$ cat src/rtl/instruction_decode_pkg.sv
`default_nettype none
// ============================================================================
// Module      : risc_pkg
// Description : Shared definitions for the decode stage: data/PC widths,
//               opcode and ALU codes, instruction field positions, the
//               control-word type and the opcode decode helpers.
// Revision    : 1.0 - initial release
// ============================================================================
package risc_pkg;

    // Default widths
    localparam int DATA_W  = 16;
    localparam int PC_W    = 16;
    localparam int NREGS   = 16;
    localparam int REG_AW  = 4;
    localparam int INSTR_W = 32;
    localparam int OPC_W   = 6;
    localparam int ALU_W   = 4;

    // Instruction field bit positions
    localparam int OPC_MSB = 31;
    localparam int OPC_LSB = 26;
    localparam int RD_MSB  = 25;
    localparam int RD_LSB  = 22;
    localparam int RS1_MSB = 21;
    localparam int RS1_LSB = 18;
    localparam int RS2_MSB = 17;
    localparam int RS2_LSB = 14;
    localparam int IMM_MSB = 15;
    localparam int IMM_LSB = 0;

    // Opcodes
    localparam logic [OPC_W-1:0] OP_NOP   = 6'd0;
    localparam logic [OPC_W-1:0] OP_ADD   = 6'd1;
    localparam logic [OPC_W-1:0] OP_SUB   = 6'd2;
    localparam logic [OPC_W-1:0] OP_AND   = 6'd3;
    localparam logic [OPC_W-1:0] OP_OR    = 6'd4;
    localparam logic [OPC_W-1:0] OP_ADDI  = 6'd5;
    localparam logic [OPC_W-1:0] OP_LOAD  = 6'd6;
    localparam logic [OPC_W-1:0] OP_STORE = 6'd7;
    localparam logic [OPC_W-1:0] OP_BEQ   = 6'd8;
    localparam logic [OPC_W-1:0] OP_JMP   = 6'd9;
    localparam logic [OPC_W-1:0] OP_HALT  = 6'd63;

    // ALU operation codes
    localparam logic [ALU_W-1:0] ALU_ADD = 4'd0;
    localparam logic [ALU_W-1:0] ALU_SUB = 4'd1;
    localparam logic [ALU_W-1:0] ALU_AND = 4'd2;
    localparam logic [ALU_W-1:0] ALU_OR  = 4'd3;

    typedef struct packed {
        logic [ALU_W-1:0] alu_op;
        logic             reg_write;
        logic             mem_read;
        logic             mem_write;
        logic             branch;
        logic             jump;
        logic             use_imm;
        logic             halt;
        logic             illegal;
    } ctrl_t;

    // Control word for an opcode; unknown opcodes only raise illegal.
    function automatic ctrl_t decode_ctrl(input logic [OPC_W-1:0] opcode);
        ctrl_t c;
        c = '0;
        case (opcode)
            OP_NOP:   ;
            OP_ADD:   begin c.reg_write = 1'b1; c.alu_op = ALU_ADD; end
            OP_SUB:   begin c.reg_write = 1'b1; c.alu_op = ALU_SUB; end
            OP_AND:   begin c.reg_write = 1'b1; c.alu_op = ALU_AND; end
            OP_OR:    begin c.reg_write = 1'b1; c.alu_op = ALU_OR;  end
            OP_ADDI:  begin c.reg_write = 1'b1; c.use_imm = 1'b1; end
            OP_LOAD:  begin c.reg_write = 1'b1; c.use_imm = 1'b1; c.mem_read = 1'b1; end
            OP_STORE: begin c.use_imm = 1'b1; c.mem_write = 1'b1; end
            OP_BEQ:   begin c.branch = 1'b1; c.alu_op = ALU_SUB; end
            OP_JMP:   c.jump = 1'b1;
            OP_HALT:  c.halt = 1'b1;
            default:  c.illegal = 1'b1;
        endcase
        return c;
    endfunction

    // Opcodes whose rs2 field names a real source register (not imm bits).
    function automatic logic uses_rs2(input logic [OPC_W-1:0] opcode);
        return (opcode == OP_ADD) || (opcode == OP_SUB) || (opcode == OP_AND) ||
               (opcode == OP_OR)  || (opcode == OP_STORE) || (opcode == OP_BEQ);
    endfunction

endpackage
`default_nettype wire

$ cat src/rtl/instruction_decode_if.sv
`default_nettype none
// ============================================================================
// Module      : instruction_decode_if
// Description : Bundle between fetch/write-back/execute and the decode stage.
//               master : environment side (drives fetch, flush, write-back)
//               slave  : decode stage (drives stall_out and the ID/EX outputs)
// Revision    : 1.0 - initial release
// ============================================================================
interface instruction_decode_if #(
    parameter int DATA_W = 16,
    parameter int PC_W   = 16
);
    // fetch side
    logic              if_valid;
    logic [31:0]       if_instruction;
    logic [PC_W-1:0]   if_pc;
    logic              stall_out;
    // execute / write-back side
    logic              flush;
    logic              wb_en;
    logic [3:0]        wb_addr;
    logic [DATA_W-1:0] wb_data;
    // ID/EX boundary
    logic              id_valid;
    logic [PC_W-1:0]   id_pc;
    logic [3:0]        id_rd;
    logic [DATA_W-1:0] id_rs1_data;
    logic [DATA_W-1:0] id_rs2_data;
    logic [DATA_W-1:0] id_imm;
    logic [3:0]        id_alu_op;
    logic              id_reg_write;
    logic              id_mem_read;
    logic              id_mem_write;
    logic              id_branch;
    logic              id_jump;
    logic              id_use_imm;
    logic              id_halt;
    logic              id_illegal;

    modport master (
        output if_valid, if_instruction, if_pc, flush, wb_en, wb_addr, wb_data,
        input  stall_out, id_valid, id_pc, id_rd, id_rs1_data, id_rs2_data,
               id_imm, id_alu_op, id_reg_write, id_mem_read, id_mem_write,
               id_branch, id_jump, id_use_imm, id_halt, id_illegal
    );

    modport slave (
        input  if_valid, if_instruction, if_pc, flush, wb_en, wb_addr, wb_data,
        output stall_out, id_valid, id_pc, id_rd, id_rs1_data, id_rs2_data,
               id_imm, id_alu_op, id_reg_write, id_mem_read, id_mem_write,
               id_branch, id_jump, id_use_imm, id_halt, id_illegal
    );
endinterface
`default_nettype wire

$ cat src/rtl/instruction_decode_register_file.sv
`default_nettype none
// ============================================================================
// Module      : register_file
// Description : NREGS x DATA_W register file, 1 write port, 2 combinational
//               read ports with write-through bypass. r0 is hard-wired zero.
// Ports       : clk, rst_n         - clock, async active-low reset
//               wr_en/addr/data    - write port (edge-triggered)
//               rd_addr_a/b        - read addresses
//               rd_data_a/b        - read data (bypassed from write port)
// Revision    : 1.0 - initial release
// ============================================================================
module register_file #(
    parameter int DATA_W = 16,
    parameter int NREGS  = 16,
    parameter int AW     = 4
) (
    input  logic              clk,
    input  logic              rst_n,
    input  logic              wr_en,
    input  logic [AW-1:0]     wr_addr,
    input  logic [DATA_W-1:0] wr_data,
    input  logic [AW-1:0]     rd_addr_a,
    output logic [DATA_W-1:0] rd_data_a,
    input  logic [AW-1:0]     rd_addr_b,
    output logic [DATA_W-1:0] rd_data_b
);

    logic [DATA_W-1:0] w_rf [NREGS];

    assign w_rf[0] = '0;

    generate
        for (genvar i = 1; i < NREGS; i++) begin : g_reg
            logic [DATA_W-1:0] r_q;

            always_ff @(posedge clk or negedge rst_n) begin
                if (!rst_n) begin
                    r_q <= '0;
                end else if (wr_en && (wr_addr == AW'(i))) begin
                    r_q <= wr_data;
                end
            end

            assign w_rf[i] = r_q;
        end
    endgenerate

    // A write in flight is visible to a same-cycle read; r0 never bypasses.
    assign rd_data_a = (wr_en && (wr_addr == rd_addr_a) && (rd_addr_a != '0))
                       ? wr_data : w_rf[rd_addr_a];
    assign rd_data_b = (wr_en && (wr_addr == rd_addr_b) && (rd_addr_b != '0))
                       ? wr_data : w_rf[rd_addr_b];

endmodule
`default_nettype wire

$ cat src/rtl/instruction_decode.sv
`default_nettype none
// ============================================================================
// Module      : instruction_decode
// Description : ID pipeline stage. Holds the IF/ID register, decodes the
//               32-bit instruction, reads operands from the register file,
//               detects load-use hazards and registers the ID/EX boundary.
// Ports       : clk, rst_n - clock, async active-low reset
//               bus (slave) - fetch inputs + stall_out, flush, write-back
//                             port, and the registered id_* outputs
// Revision    : 1.0 - initial release
// ============================================================================
module instruction_decode #(
    parameter int DATA_W = 16,
    parameter int PC_W   = 16,
    parameter int NREGS  = 16
) (
    input  logic                 clk,
    input  logic                 rst_n,
    instruction_decode_if.slave  bus
);
    import risc_pkg::*;

    // IF/ID register
    logic               r_ifid_valid;
    logic [INSTR_W-1:0] r_ifid_instr;
    logic [PC_W-1:0]    r_ifid_pc;

    // Decode of the IF/ID contents
    logic [OPC_W-1:0]   w_opcode;
    logic [REG_AW-1:0]  w_rd;
    logic [REG_AW-1:0]  w_rs1;
    logic [REG_AW-1:0]  w_rs2;
    logic [DATA_W-1:0]  w_imm;
    logic [DATA_W-1:0]  w_rs1_data;
    logic [DATA_W-1:0]  w_rs2_data;
    ctrl_t              w_ctrl;
    ctrl_t              w_ctrl_gated;
    logic [REG_AW-1:0]  w_dec_rd;
    logic               w_stall;

    // ID/EX register
    logic               r_id_valid;
    logic [PC_W-1:0]    r_id_pc;
    logic [REG_AW-1:0]  r_id_rd;
    logic [DATA_W-1:0]  r_id_rs1_data;
    logic [DATA_W-1:0]  r_id_rs2_data;
    logic [DATA_W-1:0]  r_id_imm;
    ctrl_t              r_id_ctrl;

    assign w_opcode = r_ifid_instr[OPC_MSB:OPC_LSB];
    assign w_rd     = r_ifid_instr[RD_MSB:RD_LSB];
    assign w_rs1    = r_ifid_instr[RS1_MSB:RS1_LSB];
    assign w_rs2    = r_ifid_instr[RS2_MSB:RS2_LSB];
    assign w_imm    = DATA_W'(r_ifid_instr[IMM_MSB:IMM_LSB]);

    always_comb begin
        w_ctrl       = decode_ctrl(w_opcode);
        // An empty slot must present no control activity downstream.
        w_ctrl_gated = r_ifid_valid ? w_ctrl : '0;
        w_dec_rd     = w_ctrl.illegal ? '0 : w_rd;
    end

    // Load-use: the load in ID/EX has not produced data yet, so the consumer
    // sitting in IF/ID must wait one cycle. rs2 only counts when it is a real
    // register operand rather than immediate bits.
    assign w_stall = r_ifid_valid && r_id_valid && r_id_ctrl.mem_read &&
                     (r_id_rd != '0) &&
                     ((r_id_rd == w_rs1) ||
                      ((r_id_rd == w_rs2) && uses_rs2(w_opcode)));

    register_file #(
        .DATA_W (DATA_W),
        .NREGS  (NREGS),
        .AW     (REG_AW)
    ) u_register_file (
        .clk       (clk),
        .rst_n     (rst_n),
        .wr_en     (bus.wb_en),
        .wr_addr   (bus.wb_addr),
        .wr_data   (bus.wb_data),
        .rd_addr_a (w_rs1),
        .rd_data_a (w_rs1_data),
        .rd_addr_b (w_rs2),
        .rd_data_b (w_rs2_data)
    );

    // IF/ID: flush wins over stall; a stall simply holds the current slot.
    always_ff @(posedge clk or negedge rst_n) begin
        if (!rst_n) begin
            r_ifid_valid <= 1'b0;
            r_ifid_instr <= '0;
            r_ifid_pc    <= '0;
        end else if (bus.flush) begin
            r_ifid_valid <= 1'b0;
        end else if (!w_stall) begin
            r_ifid_valid <= bus.if_valid;
            r_ifid_instr <= bus.if_instruction;
            r_ifid_pc    <= bus.if_pc;
        end
    end

    // ID/EX: a flush or a stall inserts a fully cleared bubble.
    always_ff @(posedge clk or negedge rst_n) begin
        if (!rst_n) begin
            r_id_valid    <= 1'b0;
            r_id_pc       <= '0;
            r_id_rd       <= '0;
            r_id_rs1_data <= '0;
            r_id_rs2_data <= '0;
            r_id_imm      <= '0;
            r_id_ctrl     <= '0;
        end else if (bus.flush || w_stall) begin
            r_id_valid    <= 1'b0;
            r_id_pc       <= '0;
            r_id_rd       <= '0;
            r_id_rs1_data <= '0;
            r_id_rs2_data <= '0;
            r_id_imm      <= '0;
            r_id_ctrl     <= '0;
        end else begin
            r_id_valid    <= r_ifid_valid;
            r_id_pc       <= r_ifid_pc;
            r_id_rd       <= w_dec_rd;
            r_id_rs1_data <= w_rs1_data;
            r_id_rs2_data <= w_rs2_data;
            r_id_imm      <= w_imm;
            r_id_ctrl     <= w_ctrl_gated;
        end
    end

    assign bus.stall_out    = w_stall;
    assign bus.id_valid     = r_id_valid;
    assign bus.id_pc        = r_id_pc;
    assign bus.id_rd        = r_id_rd;
    assign bus.id_rs1_data  = r_id_rs1_data;
    assign bus.id_rs2_data  = r_id_rs2_data;
    assign bus.id_imm       = r_id_imm;
    assign bus.id_alu_op    = r_id_ctrl.alu_op;
    assign bus.id_reg_write = r_id_ctrl.reg_write;
    assign bus.id_mem_read  = r_id_ctrl.mem_read;
    assign bus.id_mem_write = r_id_ctrl.mem_write;
    assign bus.id_branch    = r_id_ctrl.branch;
    assign bus.id_jump      = r_id_ctrl.jump;
    assign bus.id_use_imm   = r_id_ctrl.use_imm;
    assign bus.id_halt      = r_id_ctrl.halt;
    assign bus.id_illegal   = r_id_ctrl.illegal;

endmodule
`default_nettype wire
$ cat src/flat_wrapper.sv
// flat-port wrapper written by rule: the top's interface ports become plain ports
module instruction_decode_flat import risc_pkg::*;
#(
    parameter int DATA_W = 16,
    parameter int PC_W   = 16,
    parameter int NREGS  = 16
)
  (clk, rst_n, bus_if_valid, bus_if_instruction, bus_if_pc, bus_flush, bus_wb_en, bus_wb_addr, bus_wb_data, bus_stall_out, bus_id_valid, bus_id_pc, bus_id_rd, bus_id_rs1_data, bus_id_rs2_data, bus_id_imm, bus_id_alu_op, bus_id_reg_write, bus_id_mem_read, bus_id_mem_write, bus_id_branch, bus_id_jump, bus_id_use_imm, bus_id_halt, bus_id_illegal);
  instruction_decode_if #(.DATA_W(DATA_W), .PC_W(PC_W)) bus_i ();
  input  logic clk;
  input  logic rst_n;
  input wire logic [$bits(bus_i.if_valid)-1:0] bus_if_valid;
  input wire logic [$bits(bus_i.if_instruction)-1:0] bus_if_instruction;
  input wire logic [$bits(bus_i.if_pc)-1:0] bus_if_pc;
  input wire logic [$bits(bus_i.flush)-1:0] bus_flush;
  input wire logic [$bits(bus_i.wb_en)-1:0] bus_wb_en;
  input wire logic [$bits(bus_i.wb_addr)-1:0] bus_wb_addr;
  input wire logic [$bits(bus_i.wb_data)-1:0] bus_wb_data;
  output wire logic [$bits(bus_i.stall_out)-1:0] bus_stall_out;
  output wire logic [$bits(bus_i.id_valid)-1:0] bus_id_valid;
  output wire logic [$bits(bus_i.id_pc)-1:0] bus_id_pc;
  output wire logic [$bits(bus_i.id_rd)-1:0] bus_id_rd;
  output wire logic [$bits(bus_i.id_rs1_data)-1:0] bus_id_rs1_data;
  output wire logic [$bits(bus_i.id_rs2_data)-1:0] bus_id_rs2_data;
  output wire logic [$bits(bus_i.id_imm)-1:0] bus_id_imm;
  output wire logic [$bits(bus_i.id_alu_op)-1:0] bus_id_alu_op;
  output wire logic [$bits(bus_i.id_reg_write)-1:0] bus_id_reg_write;
  output wire logic [$bits(bus_i.id_mem_read)-1:0] bus_id_mem_read;
  output wire logic [$bits(bus_i.id_mem_write)-1:0] bus_id_mem_write;
  output wire logic [$bits(bus_i.id_branch)-1:0] bus_id_branch;
  output wire logic [$bits(bus_i.id_jump)-1:0] bus_id_jump;
  output wire logic [$bits(bus_i.id_use_imm)-1:0] bus_id_use_imm;
  output wire logic [$bits(bus_i.id_halt)-1:0] bus_id_halt;
  output wire logic [$bits(bus_i.id_illegal)-1:0] bus_id_illegal;
  assign bus_i.if_valid = bus_if_valid;
  assign bus_i.if_instruction = bus_if_instruction;
  assign bus_i.if_pc = bus_if_pc;
  assign bus_i.flush = bus_flush;
  assign bus_i.wb_en = bus_wb_en;
  assign bus_i.wb_addr = bus_wb_addr;
  assign bus_i.wb_data = bus_wb_data;
  assign bus_stall_out = bus_i.stall_out;
  assign bus_id_valid = bus_i.id_valid;
  assign bus_id_pc = bus_i.id_pc;
  assign bus_id_rd = bus_i.id_rd;
  assign bus_id_rs1_data = bus_i.id_rs1_data;
  assign bus_id_rs2_data = bus_i.id_rs2_data;
  assign bus_id_imm = bus_i.id_imm;
  assign bus_id_alu_op = bus_i.id_alu_op;
  assign bus_id_reg_write = bus_i.id_reg_write;
  assign bus_id_mem_read = bus_i.id_mem_read;
  assign bus_id_mem_write = bus_i.id_mem_write;
  assign bus_id_branch = bus_i.id_branch;
  assign bus_id_jump = bus_i.id_jump;
  assign bus_id_use_imm = bus_i.id_use_imm;
  assign bus_id_halt = bus_i.id_halt;
  assign bus_id_illegal = bus_i.id_illegal;
  instruction_decode #(.DATA_W(DATA_W), .PC_W(PC_W), .NREGS(NREGS)) u_core (.clk(clk), .rst_n(rst_n), .bus(bus_i));
endmodule
$ cat config.mk
export PLATFORM = sky130hd
export DESIGN_NAME = instruction_decode_flat
export DESIGN_NICKNAME = d
export VERILOG_FILES = /design/src/rtl/instruction_decode_pkg.sv /design/src/rtl/instruction_decode_if.sv /design/src/rtl/instruction_decode_register_file.sv /design/src/rtl/instruction_decode.sv /design/src/flat_wrapper.sv
export SDC_FILE = /design/constraint.sdc
export NUM_CORES = 1
export LEC_CHECK = 0
export ABC_AREA = 1
export CORE_AREA = 2 2 186 233
export DETAILED_ROUTE_END_ITERATION = 10
export DIE_AREA = 0 0 188 235
export SYNTH_ARGS = -nofsm -noshare
export SYNTH_HDL_FRONTEND = slang
export SYNTH_SLANG_ARGS = --single-unit
$ cat constraint.sdc
create_clock -name clk -period 2.8 [get_ports clk]
set_input_delay 0.7 -clock clk [delete_from_list [all_inputs] [get_ports clk]]
set_output_delay 0.7 -clock clk [all_outputs]
set_load 0.03 [all_outputs]
==> impl_metrics.xml, run 1 <==
<?xml version="1.0" encoding="UTF-8"?>
<metrics>
  <group name="timing">
    <metric name="totalNegativeSetupSlack" unit="ns">0</metric>
    <metric name="final.min_clock_period" unit="ns">2.678</metric>
    <metric name="achievable-frequency" unit="GHz">0.3734</metric>
    <metric name="clock_skew" unit="ns">0.02252</metric>
    <metric name="worst_slew_pin_slew" unit="ns">0.6981</metric>
    <metric name="finalMaxSlewViolations" unit="">0</metric>
    <metric name="setup_viol_count_final" unit="">0</metric>
    <metric name="report.final.hold_viol_count" unit="">0</metric>
    <metric name="finalWorstSetupSlack" unit="ns">0.1222</metric>
    <metric name="slew_headroom" unit="">0.5341</metric>
    <metric name="timing.final.crit_share" unit="">0.9564</metric>
    <metric name="unrepaired_setup_endpoints_after_global_routing" unit="">false</metric>
  </group>
  <group name="floorplanning">
    <metric name="io_pins" unit="">155</metric>
    <metric name="core.rowCount" unit="">84</metric>
    <metric name="initial_standard_cell_utilization_of_the_core" unit="">0.4354</metric>
    <metric name="die_h" unit="um">235</metric>
    <metric name="core_area" unit="sq um">41940</metric>
    <metric name="die_width" unit="um">188</metric>
    <metric name="die_ar" unit="sq um">44180</metric>
  </group>
  <group name="critical_path">
    <metric name="cp_slowest_stage_delay" unit="ns">0.47</metric>
    <metric name="worst_setup_path_end_kind" unit="">output pin</metric>
    <metric name="worst_r2r_endpoint" unit="">u_core.bus.id_rs1_data[6]$_DFF_PN0_</metric>
    <metric name="worst-endpoint-required" unit="ns">2.10</metric>
    <metric name="startpoint_type" unit="">register</metric>
    <metric name="worstPathMaxFanout" unit="">8</metric>
    <metric name="critPathMostFrequentCell" unit="">nand2_1</metric>
    <metric name="crit_type" unit="">register to output pin</metric>
    <metric name="critPathSlowestCell" unit="">dfrtp_2</metric>
    <metric name="sequence_of_cells_on_the_critical_path" unit="">nand2_1, inv_1, nand3_1, nand4_1, nand2_1, nand2_1, nand2_2, inv_1, buf_4</metric>
    <metric name="reg2reg_from" unit="">u_core.r_ifid_instr[19]$_DFFE_PN0P_</metric>
    <metric name="r2r_depth" unit="">10</metric>
    <metric name="worst-r2r-setup-slack" unit="ns">0.45</metric>
    <metric name="critPathArrivalTime" unit="ns">1.98</metric>
  </group>
  <group name="grt">
    <metric name="global_route.usage.met3" unit="">0.04720</metric>
    <metric name="initial_antenna_violation_count" unit="">0</metric>
    <metric name="grt-ovfl-total" unit="">0</metric>
    <metric name="global_route.usage.met1" unit="">0.3661</metric>
    <metric name="first_global_vias" unit="">16800</metric>
    <metric name="global_route.usage.met2" unit="">0.4533</metric>
    <metric name="overall_global_routing_usage" unit="">0.2851</metric>
    <metric name="wire_length_of_the_first_global_routing_pass" unit="um">97430</metric>
    <metric name="grt_most_used_layer" unit="">met2</metric>
    <metric name="grt_start_max_net_pins" unit="">98</metric>
  </group>
  <group name="synthesis">
    <metric name="synthArstFlopShare" unit="">1.000</metric>
    <metric name="post_synth.cell_area_avg" unit="sq um">7.417</metric>
    <metric name="yosys_most_used_dff" unit="">dfrtp_1</metric>
    <metric name="synth-edff-count" unit="">0</metric>
    <metric name="synth_largest_type_area_fraction" unit="">0.5043</metric>
    <metric name="synth-warning-count" unit="">0</metric>
    <metric name="netlist_top_cells_area" unit="">dfrtp_1 (50%), nand2_1 (18%), o21ai_0 (9.5%)</metric>
    <metric name="netlist_area" unit="sq um">18260</metric>
    <metric name="synthesized_instance_count" unit="">2462</metric>
    <metric name="synth_largest_area_cell" unit="">dfrtp_1</metric>
    <metric name="ys_ff_latch" unit="">368</metric>
    <metric name="post_synth_num_cell_types" unit="">31</metric>
    <metric name="synth_sequential_area_ratio" unit="">0.5043</metric>
  </group>
  <group name="detailed_routing">
    <metric name="finalWirelength" unit="um">63080</metric>
    <metric name="dr.pass1.iters" unit="">7</metric>
    <metric name="antenna_left" unit="">0</metric>
    <metric name="remaining_drc_errors" unit="">0</metric>
    <metric name="dr_total_vias" unit="">17230</metric>
    <metric name="wl_per_cell" unit="um">20.12</metric>
    <metric name="via_per_inst" unit="">5.497</metric>
    <metric name="first_iter_violations" unit="">1654</metric>
  </group>
  <group name="min_path">
    <metric name="min_delay_worst_type" unit="">primary input to asynchronous set/reset pin</metric>
  </group>
  <group name="placement">
    <metric name="numPortBuffers" unit="">152</metric>
    <metric name="hpwlAfterDp" unit="um">38700</metric>
    <metric name="pre_cts_slack" unit="ns">0.2106</metric>
    <metric name="place.gp.congestion" unit="">0.8698</metric>
  </group>
  <group name="clock_network">
    <metric name="number_of_buffers_created_by_cts" unit="">40</metric>
    <metric name="cts.root.buffer_cell" unit="">clkbuf_16</metric>
    <metric name="cts_tree" unit="">done</metric>
    <metric name="hold_buffers" unit="">0</metric>
    <metric name="cts_htree_levels" unit="">2</metric>
    <metric name="cts_sinks" unit="">368</metric>
    <metric name="deepest_clock_path_buffer_count" unit="">3</metric>
    <metric name="path_clk_slew" unit="ns">0.07</metric>
    <metric name="clock_latency_reported_for_the_late_side_of_the_worst_skew_pair" unit="ns">0.56</metric>
  </group>
  <group name="run_status">
    <metric name="status" unit="">finished, final reports clean</metric>
  </group>
  <group name="layout">
    <metric name="layout-area-overhead-vs-synth" unit="%">20.04</metric>
    <metric name="final_nets" unit="">2617</metric>
    <metric name="antenna_cells" unit="">0</metric>
    <metric name="layout-drive-gt1-share" unit="">0.06599</metric>
    <metric name="filler_cell_count" unit="">3990</metric>
    <metric name="seqCellArea" unit="sq um">9224</metric>
    <metric name="multi_input_comb_area" unit="sq um">7826</metric>
  </group>
  <group name="flow_run">
    <metric name="max_cap_viol_count" unit="">0</metric>
  </group>
  <group name="power">
    <metric name="power.density" unit="nW/um^2">726.5</metric>
    <metric name="ir_drop" unit="mV">0.4599</metric>
    <metric name="leak" unit="nW">10.36</metric>
  </group>
</metrics>
logic make-up after synthesis:
group | after synthesis | synth area share
XOR/XNOR | 6 | 0.002878
other | 1 | 0.0002054
flip-flops | 368 | 0.5043
buffers and inverters | 305 | 0.06866
AND/OR/NAND/NOR | 1349 | 0.3042
AO/OA/AOI/OAI | 433 | 0.1198
what timing repair did:
action / in CTS / in global routing
pin swaps: 0 / 2
resized for setup: 2 / 9
buffers inserted: 0 / 3
endpoints found under the setup margin: 1 / 1
hold endpoints to repair: 0 / 0
Yosys cell counts, types with 10 or more instances:
library cell and number:
inv_1 108, nor2_1 124, nand3_1 337, nand4_1 10
a21oi_1 78, buf_2 60, o21ai_0 346, nand2_1 861
clkbuf_1 105, dfrtp_1 368, buf_1 17
per-layer routing:
metal / wire length, um / vias to the layer above / share of wire
li1: - / 8137 / -
met3: 4764 / 168 / 0.076
met2: 28850 / 746 / 0.46
met5: 0 / - / 0
met1: 25470 / 8181 / 0.40
met4: 4002 / 0 / 0.063
per-stage QoR:
step	hold slack, ns	util	total power, mW	area (sq um)	std cells
CTS	0.07932	0.5216	15.97	21870	3132
global route	0.1019	0.5227	16.73	21920	3135
global placement	0.4534	0.4871	10.12	20430	3058
detailed placement	0.4590	0.4871	10.21	20430	3058
finish	0.06901	0.5227	15.92	21920	3135
floorplan	0.4044	-	8.893	18260	2463
critical path: cells and delay by family (launching register included):
family        cells  cell delay [ns]
simple gates      6             0.67
buf+inv           3             0.28
flops             1             0.47
sequential cells by signal, summed over array words and instances, names as in the netlist:
signal and count:
u_core.bus.id_alu_op 2, u_core.bus.id_branch 1, u_core.bus.id_halt 1, u_core.bus.id_illegal 1
u_core.bus.id_imm 16, u_core.bus.id_jump 1, u_core.bus.id_mem_read 1, u_core.bus.id_mem_write 1
u_core.bus.id_pc 16, u_core.bus.id_rd 4, u_core.bus.id_reg_write 1, u_core.bus.id_rs1_data 16
u_core.bus.id_rs2_data 16, u_core.bus.id_use_imm 1, u_core.bus.id_valid 1, u_core.r_ifid_instr 32
u_core.r_ifid_pc 16, u_core.r_ifid_valid 1, u_core.u_register_file.g.r_q 240
power by group:
part,internal (mW),total (mW),switching [mW]
Sequential,6.19,6.83,0.646
Combinational,1.22,3.35,2.13
Clock,3.49,5.75,2.26
placed cells by master, fill, tap and decap left out, drive strengths merged:
master         instances
a21oi                 78
a31oi                  2
buf                   77
bufinv                 4
clkbuf                63
clkdlybuf4s50        150
clkinv                 8
clkinvlp               1
conb                   2
dfrtp                368
inv                  115
nand2                863
nand2b                 1
nand3                338
nand3b                 1
nand4                 10
nor2                 127
nor3                   7
o2111ai                1
o211ai                 5
o21ai                346
o22ai                  1
or2                    2
xnor2                  4
xor2                   2
layout make-up:
type	count	share of cell area
Tap cell	559	0.03191
Clock buffer	63	0.05794
Inverter	117	0.02026
Timing Repair Buffer	227	0.1043
Sequential cell	368	0.4208
Clock inverter	11	0.007706
Multi-Input combinational cell	1790	0.3570
worst max-delay path by stage:
| stage | from | end | cells past startpoint |
|---|---|---|---|
| finish | u_core.r_ifid_instr[27]$_DFFE_PN0P_ | bus_stall_out | 9 |
| floorplan | u_core.bus.id_rd[3]$_DFF_PN0_ | bus_stall_out | 8 |
| global route | u_core.r_ifid_instr[27]$_DFFE_PN0P_ | bus_stall_out | 9 |
| CTS | u_core.r_ifid_instr[29]$_DFFE_PN0P_ | bus_stall_out | 9 |
| detailed placement | bus_wb_addr[1] | u_core.u_register_file.g_reg[15].r_q[2]$_DFFE_PN0P_ | 7 |
| global placement | bus_wb_addr[0] | u_core.u_register_file.g_reg[15].r_q[14]$_DFFE_PN0P_ | 7 |
Note: power is estimated with default switching activity, not from simulation.
==> run 2, diff against run 1 <==
==> constraint.sdc (replaced) <==
create_clock -name clk -period 2.8 [get_ports clk]
set_input_delay 0.56 -clock clk [delete_from_list [all_inputs] [get_ports clk]]
set_output_delay 0.56 -clock clk [all_outputs]
set_load 0.03 [all_outputs]
==> run 2 against run 1 <==
Sequential cell count did not move. Clock power fell by 8.3%. Die area did not move. Highest routed layer unchanged. Critical path type unchanged. Cell area fell by 0.66%.
==> impl_metrics.xml, run 2 (same netlist as run 1, synthesis figures left out) <==
<?xml version="1.0" encoding="UTF-8"?>
<metrics>
  <group name="clock_network">
    <metric name="cts.root.buffer_cell" unit="">clkbuf_16</metric>
    <metric name="cts_tree" unit="">done</metric>
    <metric name="clock_latency_reported_for_the_late_side_of_the_worst_skew_pair" unit="ns">0.55</metric>
    <metric name="number_of_buffers_created_by_cts" unit="">41</metric>
    <metric name="deepest_clock_path_buffer_count" unit="">3</metric>
    <metric name="path_clk_slew" unit="ns">0.06</metric>
    <metric name="cts_sinks" unit="">368</metric>
    <metric name="cts_htree_levels" unit="">2</metric>
  </group>
  <group name="layout">
    <metric name="antenna_cells" unit="">0</metric>
    <metric name="registers.top_by_ff_count" unit="">u_core.u_register_file.g.r_q</metric>
    <metric name="layout_common_cells" unit="">nand2_1 (861), dfrtp_1 (361), o21ai_0 (346)</metric>
    <metric name="largest_registers" unit="">u_core.u_register_file.g.r_q x240, u_core.r_ifid_instr x32</metric>
    <metric name="layout-drive-gt1-share" unit="">0.06320</metric>
    <metric name="filler_cell_count" unit="">4022</metric>
    <metric name="flip_flop_count_of_the_largest_register_after_layout" unit="">240</metric>
    <metric name="final_util" unit="">0.5193</metric>
    <metric name="layout-area-overhead-vs-synth" unit="%">19.25</metric>
    <metric name="final_nets" unit="">2620</metric>
    <metric name="layout.cells.most_common" unit="">nand2_1</metric>
  </group>
  <group name="floorplanning">
    <metric name="core_area" unit="sq um">41940</metric>
    <metric name="core.rowCount" unit="">84</metric>
    <metric name="die_h" unit="um">235</metric>
    <metric name="die_ar" unit="sq um">44180</metric>
    <metric name="io_pins" unit="">155</metric>
    <metric name="initial_standard_cell_utilization_of_the_core" unit="">0.4354</metric>
    <metric name="die_width" unit="um">188</metric>
  </group>
  <group name="timing">
    <metric name="finalMaxSlewViolations" unit="">0</metric>
    <metric name="timing.final.crit_share" unit="">0.9555</metric>
    <metric name="final.min_clock_period" unit="ns">2.676</metric>
    <metric name="worst_slew_pin_slew" unit="ns">0.6511</metric>
    <metric name="finalWorstSetupSlack" unit="ns">0.1245</metric>
    <metric name="report.final.hold_viol_count" unit="">0</metric>
    <metric name="slew_headroom" unit="">0.5654</metric>
    <metric name="achievable-frequency" unit="GHz">0.3738</metric>
    <metric name="setup_viol_count_final" unit="">0</metric>
    <metric name="clock_skew" unit="ns">0.01243</metric>
  </group>
  <group name="power">
    <metric name="ir_drop" unit="mV">0.4441</metric>
    <metric name="power.density" unit="nW/um^2">709.5</metric>
    <metric name="leak" unit="nW">10.27</metric>
  </group>
  <group name="detailed_routing">
    <metric name="antenna_left" unit="">0</metric>
    <metric name="finalWirelength" unit="um">62710</metric>
    <metric name="wl_per_cell" unit="um">19.98</metric>
    <metric name="dr_total_vias" unit="">17210</metric>
    <metric name="first_iter_violations" unit="">1353</metric>
    <metric name="remaining_drc_errors" unit="">0</metric>
    <metric name="dr.pass1.iters" unit="">5</metric>
    <metric name="via_per_inst" unit="">5.484</metric>
  </group>
  <group name="critical_path">
    <metric name="critPathSlowestCell" unit="">dfrtp_1</metric>
    <metric name="critPathMostFrequentCell" unit="">nand2_1</metric>
    <metric name="worst_setup_path_end_kind" unit="">output pin</metric>
    <metric name="worst_r2r_endpoint" unit="">u_core.bus.id_rs2_data[11]$_DFF_PN0_</metric>
    <metric name="r2r_depth" unit="">10</metric>
    <metric name="cp_slowest_stage_delay" unit="ns">0.42</metric>
    <metric name="startpoint_type" unit="">register</metric>
    <metric name="worstPathMaxFanout" unit="">9</metric>
    <metric name="worst-r2r-setup-slack" unit="ns">0.49</metric>
    <metric name="critPathTopFamily" unit="">simple AND/OR/NAND/NOR gates</metric>
    <metric name="critPathArrivalTime" unit="ns">2.12</metric>
    <metric name="crit_type" unit="">register to output pin</metric>
    <metric name="sequence_of_cells_on_the_critical_path" unit="">nor2_4, nand3_1, nand4_1, nand2_1, nand2_1, nand2_2, inv_1, buf_4</metric>
    <metric name="reg2reg_from" unit="">u_core.r_ifid_instr[15]$_DFFE_PN0P_</metric>
    <metric name="worst-path-buf-inv" unit="">2</metric>
    <metric name="worst-endpoint-required" unit="ns">2.24</metric>
  </group>
  <group name="min_path">
    <metric name="worstHoldEndpoint" unit="">u_core.r_ifid_instr[12]$_DFFE_PN0P_</metric>
    <metric name="worst_hold_startpoint" unit="">u_core.r_ifid_instr[12]$_DFFE_PN0P_</metric>
    <metric name="whs_path_depth" unit="">2</metric>
    <metric name="min_delay_worst_type" unit="">register to register</metric>
  </group>
  <group name="grt">
    <metric name="overall_global_routing_usage" unit="">0.2870</metric>
    <metric name="initial_antenna_violation_count" unit="">0</metric>
    <metric name="grt-ovfl-total" unit="">0</metric>
    <metric name="global_route.usage.met2" unit="">0.4379</metric>
    <metric name="global_route.usage.met3" unit="">0.06348</metric>
    <metric name="grt_start_max_net_pins" unit="">85</metric>
    <metric name="wire_length_of_the_first_global_routing_pass" unit="um">98640</metric>
    <metric name="grt_most_used_layer" unit="">met2</metric>
    <metric name="global_route.usage.met1" unit="">0.3630</metric>
    <metric name="first_global_vias" unit="">17120</metric>
  </group>
  <group name="run_status">
    <metric name="status" unit="">finished, final reports clean</metric>
  </group>
  <group name="placement">
    <metric name="place.gp.congestion" unit="">0.8939</metric>
    <metric name="pre_cts_slack" unit="ns">0.3490</metric>
    <metric name="numPortBuffers" unit="">152</metric>
    <metric name="hpwlAfterDp" unit="um">39090</metric>
  </group>
  <group name="flow_run">
    <metric name="max_cap_viol_count" unit="">0</metric>
  </group>
</metrics>
## run 2: changes by cell type in the layout (fill, tap and decap cells not counted), moves of 3 or more
| cell | before | now |
|---|---|---|
| buf_4 | 60 | 63 |
| bufinv_16 | 4 | 1 |
| clkbuf_1 | 7 | 13 |
| clkbuf_8 | 14 | 5 |
| clkinvlp_4 | 1 | 4 |
## run 2: stage by stage
stage	instance area [sq um]	TNS, ns	power [mW]	std cells	hold WS (ns)
finish	21780	0	15.45	3138	0.4710
global route	21780	-0.02375	16.34	3138	0.4856
CTS	21760	0	15.54	3138	0.4732
detailed placement	20430	0	10.22	3062	0.4582
global placement	20430	0	10.13	3062	0.4528
floorplan	18260	0	8.893	2463	0.2644
## run 2: layer usage
metal / up-vias / share of wire
met4: 0 / 0.071
met2: 778 / 0.44
met3: 208 / 0.088
li1: 8138 / -
met5: - / 0
met1: 8085 / 0.40
## run 2: area by class of cell
cell class                      count  area, sq um  area share
Sequential cell                   368         9225      0.4236
Multi-Input combinational cell   1790         7816      0.3589
Timing Repair Buffer              229         2280      0.1047
Clock buffer                       61         1194     0.05481
Tap cell                          559        699.4     0.03212
Inverter                          117        449.2     0.02063
Clock inverter                     14        112.6    0.005171
## run 2: timing repair
item	in CTS	in global routing
pin swaps	0	1
setup buffers	0	0
resized for setup	2	8
setup endpoints to repair	1	1
hold buffers	1	0
hold endpoints to repair	17	0
## run 2: tightest hold or removal path: cells and delay by family, from the launching register on
| kind | cells | cell delay [ns] |
|---|---|---|
| and+or+nand+nor | 2 | 0.10 |
| DFF | 1 | 0.34 |
## run 2: report_power, final
part,switching [mW],internal (mW)
clock,2.21,3.05
combinational,2.12,1.22
sequential,0.651,6.19
## run 2: worst max path at each step
stage / startpoint / to / slack [ns] / cells past startpoint
after floorplan: u_core.bus.id_rd[3]$_DFF_PN0_ / bus_stall_out / 0.68 / 8
after global placement: bus_wb_addr[1] / u_core.u_register_file.g_reg[10].r_q[14]$_DFFE_PN0P_ / 0.36 / 7
after detailed placement: bus_wb_addr[0] / u_core.u_register_file.g_reg[11].r_q[4]$_DFFE_PN0P_ / 0.35 / 7
after CTS: u_core.r_ifid_instr[16]$_DFFE_PN0P_ / bus_stall_out / 0.03 / 9
after global routing: u_core.r_ifid_instr[26]$_DFFE_PN0P_ / bus_stall_out / -0.02 / 8
final: u_core.r_ifid_instr[31]$_DFFE_PN0P_ / bus_stall_out / 0.12 / 8
==> run 3, diff against run 2 <==
CORE_AREA = 2 2 247 176   (was 2 2 186 233)
DIE_AREA = 0 0 249 178   (was 0 0 188 235)
==> run 3 against run 2 <==
Clock power is essentially flat. Critical path type unchanged. Setup slack gained 0.0041 ns. Cell count shrank 0.35%. Utilization shrank 0.079 points.
==> impl_metrics.xml, run 3 (same netlist as run 1, synthesis figures left out) <==
<?xml version="1.0" encoding="UTF-8"?>
<metrics>
  <group name="flow_run">
    <metric name="max_cap_viol_count" unit="">0</metric>
  </group>
  <group name="floorplanning">
    <metric name="io_pins" unit="">155</metric>
    <metric name="core.rowCount" unit="">63</metric>
    <metric name="core_area" unit="sq um">41860</metric>
    <metric name="die_ar" unit="sq um">44320</metric>
    <metric name="initial_standard_cell_utilization_of_the_core" unit="">0.4363</metric>
    <metric name="die_width" unit="um">249</metric>
    <metric name="die_h" unit="um">178</metric>
  </group>
  <group name="layout">
    <metric name="layout.cells.most_common" unit="">nand2_1</metric>
    <metric name="flip_flop_count_of_the_largest_register_after_layout" unit="">240</metric>
    <metric name="registers.top_by_ff_count" unit="">u_core.u_register_file.g.r_q</metric>
    <metric name="finish.instance_area" unit="sq um">21700</metric>
    <metric name="seqCellArea" unit="sq um">9225</metric>
    <metric name="final_nets" unit="">2622</metric>
    <metric name="layout-area-overhead-vs-synth" unit="%">18.85</metric>
    <metric name="multi_input_comb_area" unit="sq um">7806</metric>
    <metric name="final_util" unit="">0.5185</metric>
    <metric name="filler_cell_count" unit="">4058</metric>
    <metric name="layout_common_cells" unit="">nand2_1 (861), dfrtp_1 (363), o21ai_0 (346)</metric>
    <metric name="largest_registers" unit="">u_core.u_register_file.g.r_q x240, u_core.r_ifid_instr x32</metric>
    <metric name="post_layout_nonfiller_instances" unit="">3127</metric>
    <metric name="layout-drive-gt1-share" unit="">0.06291</metric>
    <metric name="antenna_cells" unit="">0</metric>
  </group>
  <group name="detailed_routing">
    <metric name="via_per_inst" unit="">5.574</metric>
    <metric name="wl_per_cell" unit="um">20.71</metric>
    <metric name="dr_total_vias" unit="">17430</metric>
    <metric name="dr.pass1.iters" unit="">8</metric>
    <metric name="antenna_left" unit="">0</metric>
    <metric name="finalWirelength" unit="um">64750</metric>
    <metric name="first_iter_violations" unit="">2099</metric>
    <metric name="remaining_drc_errors" unit="">0</metric>
  </group>
  <group name="clock_network">
    <metric name="cts_htree_levels" unit="">2</metric>
    <metric name="path_clk_slew" unit="ns">0.06</metric>
    <metric name="cts_tree" unit="">done</metric>
    <metric name="deepest_clock_path_buffer_count" unit="">3</metric>
    <metric name="cts.root.buffer_cell" unit="">clkbuf_16</metric>
    <metric name="number_of_buffers_created_by_cts" unit="">39</metric>
    <metric name="cts_sinks" unit="">368</metric>
    <metric name="clock_latency_reported_for_the_late_side_of_the_worst_skew_pair" unit="ns">0.54</metric>
  </group>
  <group name="timing">
    <metric name="achievable-frequency" unit="GHz">0.3743</metric>
    <metric name="clock_skew" unit="ns">0.01387</metric>
    <metric name="finalMaxSlewViolations" unit="">0</metric>
    <metric name="totalNegativeSetupSlack" unit="ns">0</metric>
    <metric name="unrepaired_setup_endpoints_after_global_routing" unit="">false</metric>
    <metric name="finalWorstSetupSlack" unit="ns">0.1286</metric>
    <metric name="slew_headroom" unit="">0.5362</metric>
    <metric name="final.min_clock_period" unit="ns">2.671</metric>
    <metric name="fin_hold_ws" unit="ns">0.4695</metric>
    <metric name="timing.final.crit_share" unit="">0.9541</metric>
    <metric name="worst_slew_pin_slew" unit="ns">0.6949</metric>
    <metric name="setup_viol_count_final" unit="">0</metric>
    <metric name="report.final.hold_viol_count" unit="">0</metric>
  </group>
  <group name="critical_path">
    <metric name="crit_type" unit="">register to output pin</metric>
    <metric name="startpoint_type" unit="">register</metric>
    <metric name="worstPathMaxFanout" unit="">11</metric>
    <metric name="r2r_depth" unit="">9</metric>
    <metric name="worst_setup_path_end_kind" unit="">output pin</metric>
    <metric name="critPathArrivalTime" unit="ns">2.11</metric>
    <metric name="worst-endpoint-required" unit="ns">2.24</metric>
    <metric name="worst-r2r-setup-slack" unit="ns">0.38</metric>
  </group>
  <group name="power">
    <metric name="ir_drop" unit="mV">0.3751</metric>
    <metric name="switching_power" unit="mW">4.991</metric>
    <metric name="finalPower" unit="mW">15.48</metric>
    <metric name="swShare" unit="">0.3224</metric>
    <metric name="power.share.combinational" unit="">0.218</metric>
    <metric name="clkPwrFrac" unit="">0.340</metric>
    <metric name="sequential_power_share" unit="">0.442</metric>
    <metric name="intPower" unit="mW">10.49</metric>
    <metric name="power.density" unit="nW/um^2">713.4</metric>
    <metric name="leak" unit="nW">10.28</metric>
  </group>
  <group name="grt">
    <metric name="overall_global_routing_usage" unit="">0.2920</metric>
    <metric name="first_global_vias" unit="">16660</metric>
    <metric name="global_route.usage.met3" unit="">0.04830</metric>
    <metric name="wire_length_of_the_first_global_routing_pass" unit="um">99530</metric>
    <metric name="initial_antenna_violation_count" unit="">0</metric>
    <metric name="grt_most_used_layer" unit="">met2</metric>
    <metric name="grt_start_max_net_pins" unit="">119</metric>
    <metric name="global_route.usage.met2" unit="">0.4655</metric>
    <metric name="global_route.usage.met1" unit="">0.4015</metric>
    <metric name="grt-ovfl-total" unit="">0</metric>
  </group>
  <group name="placement">
    <metric name="place_inst" unit="">3055</metric>
    <metric name="pre_cts_slack" unit="ns">0.1997</metric>
    <metric name="post_dp_cell_area" unit="sq um">20370</metric>
    <metric name="numPortBuffers" unit="">152</metric>
    <metric name="place.gp.congestion" unit="">0.8713</metric>
    <metric name="hpwlAfterDp" unit="um">40950</metric>
  </group>
  <group name="min_path">
    <metric name="whs_path_depth" unit="">2</metric>
    <metric name="min_delay_worst_type" unit="">register to register</metric>
  </group>
  <group name="run_status">
    <metric name="status" unit="">finished, final reports clean</metric>
  </group>
</metrics>
[run 3: cell types whose count changed in the layout (fill, tap and decap cells not counted), moves of 2 or more]
cell and change:
clkbuf_1 -7, clkinvlp_4 -4, dfrtp_2 -3, nor2_1 +2, clkbuf_8 +8, buf_4 +8
dfrtp_1 +2, buf_12 -4, clkbuf_16 -4
[run 3: metal layers]
layer | share of wire | up-vias
met5 | 0 | -
met4 | 0.035 | 0
met3 | 0.079 | 148
met2 | 0.46 | 778
met1 | 0.43 | 8373
li1 | - | 8132
[run 3: cell type report]
cell class	count	area share
Clock buffer	58	0.05425
Sequential cell	368	0.4251
Tap cell	552	0.03182
Clock inverter	9	0.004555
Inverter	117	0.02047
Timing Repair Buffer	233	0.1041
Multi-Input combinational cell	1790	0.3597
[run 3: repair_timing]
item	CTS	global route
hold buffers	1	0
buffers inserted	0	4
resized for setup	1	3
endpoints found under the hold margin	41	0
endpoints found under the setup margin	1	1
pin swaps	0	0
[run 3: final timing paths]
check | start | to
setup / recovery | u_core.r_ifid_instr[16]$_DFFE_PN0P_ | bus_stall_out
hold / removal | u_core.r_ifid_pc[0]$_DFFE_PN0P_ | u_core.r_ifid_pc[0]$_DFFE_PN0P_
setup reg to reg | u_core.r_ifid_instr[19]$_DFFE_PN0P_ | u_core.bus.id_rs1_data[3]$_DFF_PN0_
hold reg to reg | u_core.r_ifid_pc[0]$_DFFE_PN0P_ | u_core.r_ifid_pc[0]$_DFFE_PN0P_
max in group asynchronous | rst_n | u_core.r_ifid_instr[18]$_DFFE_PN0P_
min in group asynchronous | rst_n | u_core.u_register_file.g_reg[11].r_q[2]$_DFFE_PN0P_
[run 3: power by group through the flow]
stage,Clock (mW),Sequential [mW],Combinational [mW]
3_3_place_gp,0,6.89,3.26
5_1_grt,5.57,6.95,3.78
4_1_cts,5.34,6.83,3.34
2_1_floorplan,0,6.91,1.99
3_5_place_dp,0,6.91,3.33
6_report,5.26,6.85,3.37
[run 3: worst max-delay path, cell delays in order (launching register included)]
cell     delay (ns)
dfrtp_4        0.58
inv_2          0.26
nand2_1        0.09
nand4_1        0.12
nor2_1         0.05
nand2_1        0.06
nand2_1        0.06
nand2_2        0.12
inv_1          0.06
buf_4          0.17
==> variant: new RTL, flow settings as in run 3 <==
`PC_W` is set to 16 in 4 places; all go to 14.
--- a/src/rtl/instruction_decode_pkg.sv
+++ b/src/rtl/instruction_decode_pkg.sv
@@ -10,7 +10,7 @@
 
     // Default widths
     localparam int DATA_W  = 16;
-    localparam int PC_W    = 16;
+    localparam int PC_W    = 14;
     localparam int NREGS   = 16;
     localparam int REG_AW  = 4;
     localparam int INSTR_W = 32;
--- a/src/rtl/instruction_decode_if.sv
+++ b/src/rtl/instruction_decode_if.sv
@@ -8,7 +8,7 @@
 // ============================================================================
 interface instruction_decode_if #(
     parameter int DATA_W = 16,
-    parameter int PC_W   = 16
+    parameter int PC_W   = 14
 );
     // fetch side
     logic              if_valid;
--- a/src/rtl/instruction_decode.sv
+++ b/src/rtl/instruction_decode.sv
@@ -11,7 +11,7 @@
 // ============================================================================
 module instruction_decode #(
     parameter int DATA_W = 16,
-    parameter int PC_W   = 16,
+    parameter int PC_W   = 14,
     parameter int NREGS  = 16
 ) (
     input  logic                 clk,
--- a/src/flat_wrapper.sv
+++ b/src/flat_wrapper.sv
@@ -2,7 +2,7 @@
 module instruction_decode_flat import risc_pkg::*;
 #(
     parameter int DATA_W = 16,
-    parameter int PC_W   = 16,
+    parameter int PC_W   = 14,
     parameter int NREGS  = 16
 )
   (clk, rst_n, bus_if_valid, bus_if_instruction, bus_if_pc, bus_flush, bus_wb_en, bus_wb_addr, bus_wb_data, bus_stall_out, bus_id_valid, bus_id_pc, bus_id_rd, bus_id_rs1_data, bus_id_rs2_data, bus_id_imm, bus_id_alu_op, bus_id_reg_write, bus_id_mem_read, bus_id_mem_write, bus_id_branch, bus_id_jump, bus_id_use_imm, bus_id_halt, bus_id_illegal);
Interface: changed (resized bus_id_pc and bus_if_pc); port bits go from 155 to 151. The function was not compared with the original's and may differ.
==> variant against run 3 <==
- worst hold slack improved by 0.00058 ns
- non-clock buffer count down 16
- routed wire length increased by 1.5%
- setup slack gained 0.10 ns
- register-to-register slack worse by 0.03 ns
- cell area is 0.66% lower
- cell count rose by 0.74%
- die area is the same
- power decreased by 1.3%
- area after synthesis is essentially flat
- sequential cell count decreased by 4
- largest cell class unchanged
==> variant: results (changes against run 3) <==
| Metric | Value |
|---|---|
| Worst Path Max Fanout | 6 (was 11) |
| Max VDD drop | 515 uV (was 375 uV) |
| Top cells by count, synth | nand2_1 (1,011), dfrtp_1 (364), nand3_1 (362) (was nand2_1 (861), dfrtp_1 (368), o21ai_0 (346)) |
| GR Util met2 | 0.441 (was 0.465) |
| DR WL met2 | 28.7 mm (was 29.5 mm) |
| DRT iter0 DRCs | 2,273 (was 2,099) |
| DRT Wirelength | 65.7 mm (was 64.8 mm) |
| Top post-synthesis cells by area | dfrtp_1 (50%), nand2_1 (21%), nand3_1 (9.9%) (was dfrtp_1 (50%), nand2_1 (18%), o21ai_0 (9.5%)) |
| DR top layer | met5 (was met4) |
| Detailed Place HPWL | 40.4 mm (was 40.9 mm) |
| Inserted Clock Buffers | 38 (was 39) |
| Worst min-delay path category | reg2reg (unchanged) |
| Clock skew | 0.0147 ns (was 0.0139 ns) |
| RePlAce Congestion | 0.904 (was 0.871) |
| Critical Path AT | 2.01 ns (was 2.11 ns) |
| WL met3 | 5.91 mm (was 5.15 mm) |
| Worst slack at placement | 0.268 ns (was 0.200 ns) |
| Routed vias/inst | 5.60 (was 5.57) |
| Family with the most delay on the worst path | simple AND/OR/NAND/NOR gates (was flip-flops) |
| Xor and xnor fraction of the mapped netlist area | 0.00288 (about the same) |
| Vias in the first global route | 16,326 (was 16,660) |
| Synth Area in Compound Gates | 0.0919 (was 0.120) |
| Global-route wire length before repair | 99.9 mm (was 99.5 mm) |
| Largest net degree at the start of global routing | 126 (was 119) |
| Leak | 10.4 nW (was 10.3 nW) |
| Crit-path slowest cell | dfrtp_1 (was dfrtp_4) |
| Met1 Use GR | 0.436 (was 0.402) |
| CP peak stage delay | 0.45 ns (was 0.58 ns) |
| Clock Power | 5.05 mW (was 5.26 mW) |
| Worst Tran Pin Value | 0.867 ns (was 0.695 ns) |
| Final nets | 2,643 (was 2,622) |
| Logic pwr share | 0.225 (was 0.218) |
| Status | finished, final reports clean (unchanged) |
| Initial antenna violation count | 2 (was 0) |
| Gates resized, CTS repair | 3 (was 1) |
| Post-synthesis sequential area ratio | 0.499 (was 0.504) |
| Netlist cell types | 33 (was 31) |
| GR Util met3 | 0.0505 (was 0.0483) |
[variant: changes by cell type in the layout (fill, tap and decap cells not counted), sizes merged, moves of 5 or more]
| cell | change |
|---|---|
| a21oi | -62 |
| buf | -12 |
| clkbuf | -5 |
| clkinv | +6 |
| inv | -12 |
| nand2 | +150 |
| nand3 | +26 |
| nor2 | -10 |
| o21ai | -48 |
[variant: final timing paths]
kind                                                     startpoint                                                  end  slack [ns]  depth (start not counted)
worst max register to register  u_core.r_ifid_instr[26]$_DFFE_PN0P_                  u_core.r_ifid_instr[11]$_DFFE_PN0P_        0.35                         12
max in group asynchronous                                     rst_n                  u_core.r_ifid_instr[18]$_DFFE_PN0P_        1.50                          3
min in group asynchronous                                     rst_n  u_core.u_register_file.g_reg[5].r_q[15]$_DFFE_PN0P_        0.50                          2
worst max-delay path            u_core.r_ifid_instr[29]$_DFFE_PN0P_                                        bus_stall_out        0.23                          8
worst min-delay path             u_core.r_ifid_instr[6]$_DFFE_PN0P_                   u_core.r_ifid_instr[6]$_DFFE_PN0P_        0.47                          2
worst min register to register   u_core.r_ifid_instr[6]$_DFFE_PN0P_                   u_core.r_ifid_instr[6]$_DFFE_PN0P_        0.47                          2
[variant: area by class of cell]
class / instances / area (um2)
Timing Repair Buffer: 217 / 2190
Sequential cell: 364 / 9120
Multi-Input combinational cell: 1845 / 7940
Tap cell: 552 / 691
Inverter: 106 / 400
Fill cell: 4030 / 20300
Clock inverter: 13 / 93.8
Clock buffer: 53 / 1120
[variant: per-stage QoR]
stage | utilization | instance area (um2) | instances
2_1_floorplan | - | 18300 | 2501
3_3_place_gp | 0.486 | 20300 | 3083
3_5_place_dp | 0.486 | 20300 | 3083
4_1_cts | 0.515 | 21600 | 3150
5_1_grt | 0.515 | 21600 | 3150
6_report | 0.515 | 21600 | 3150
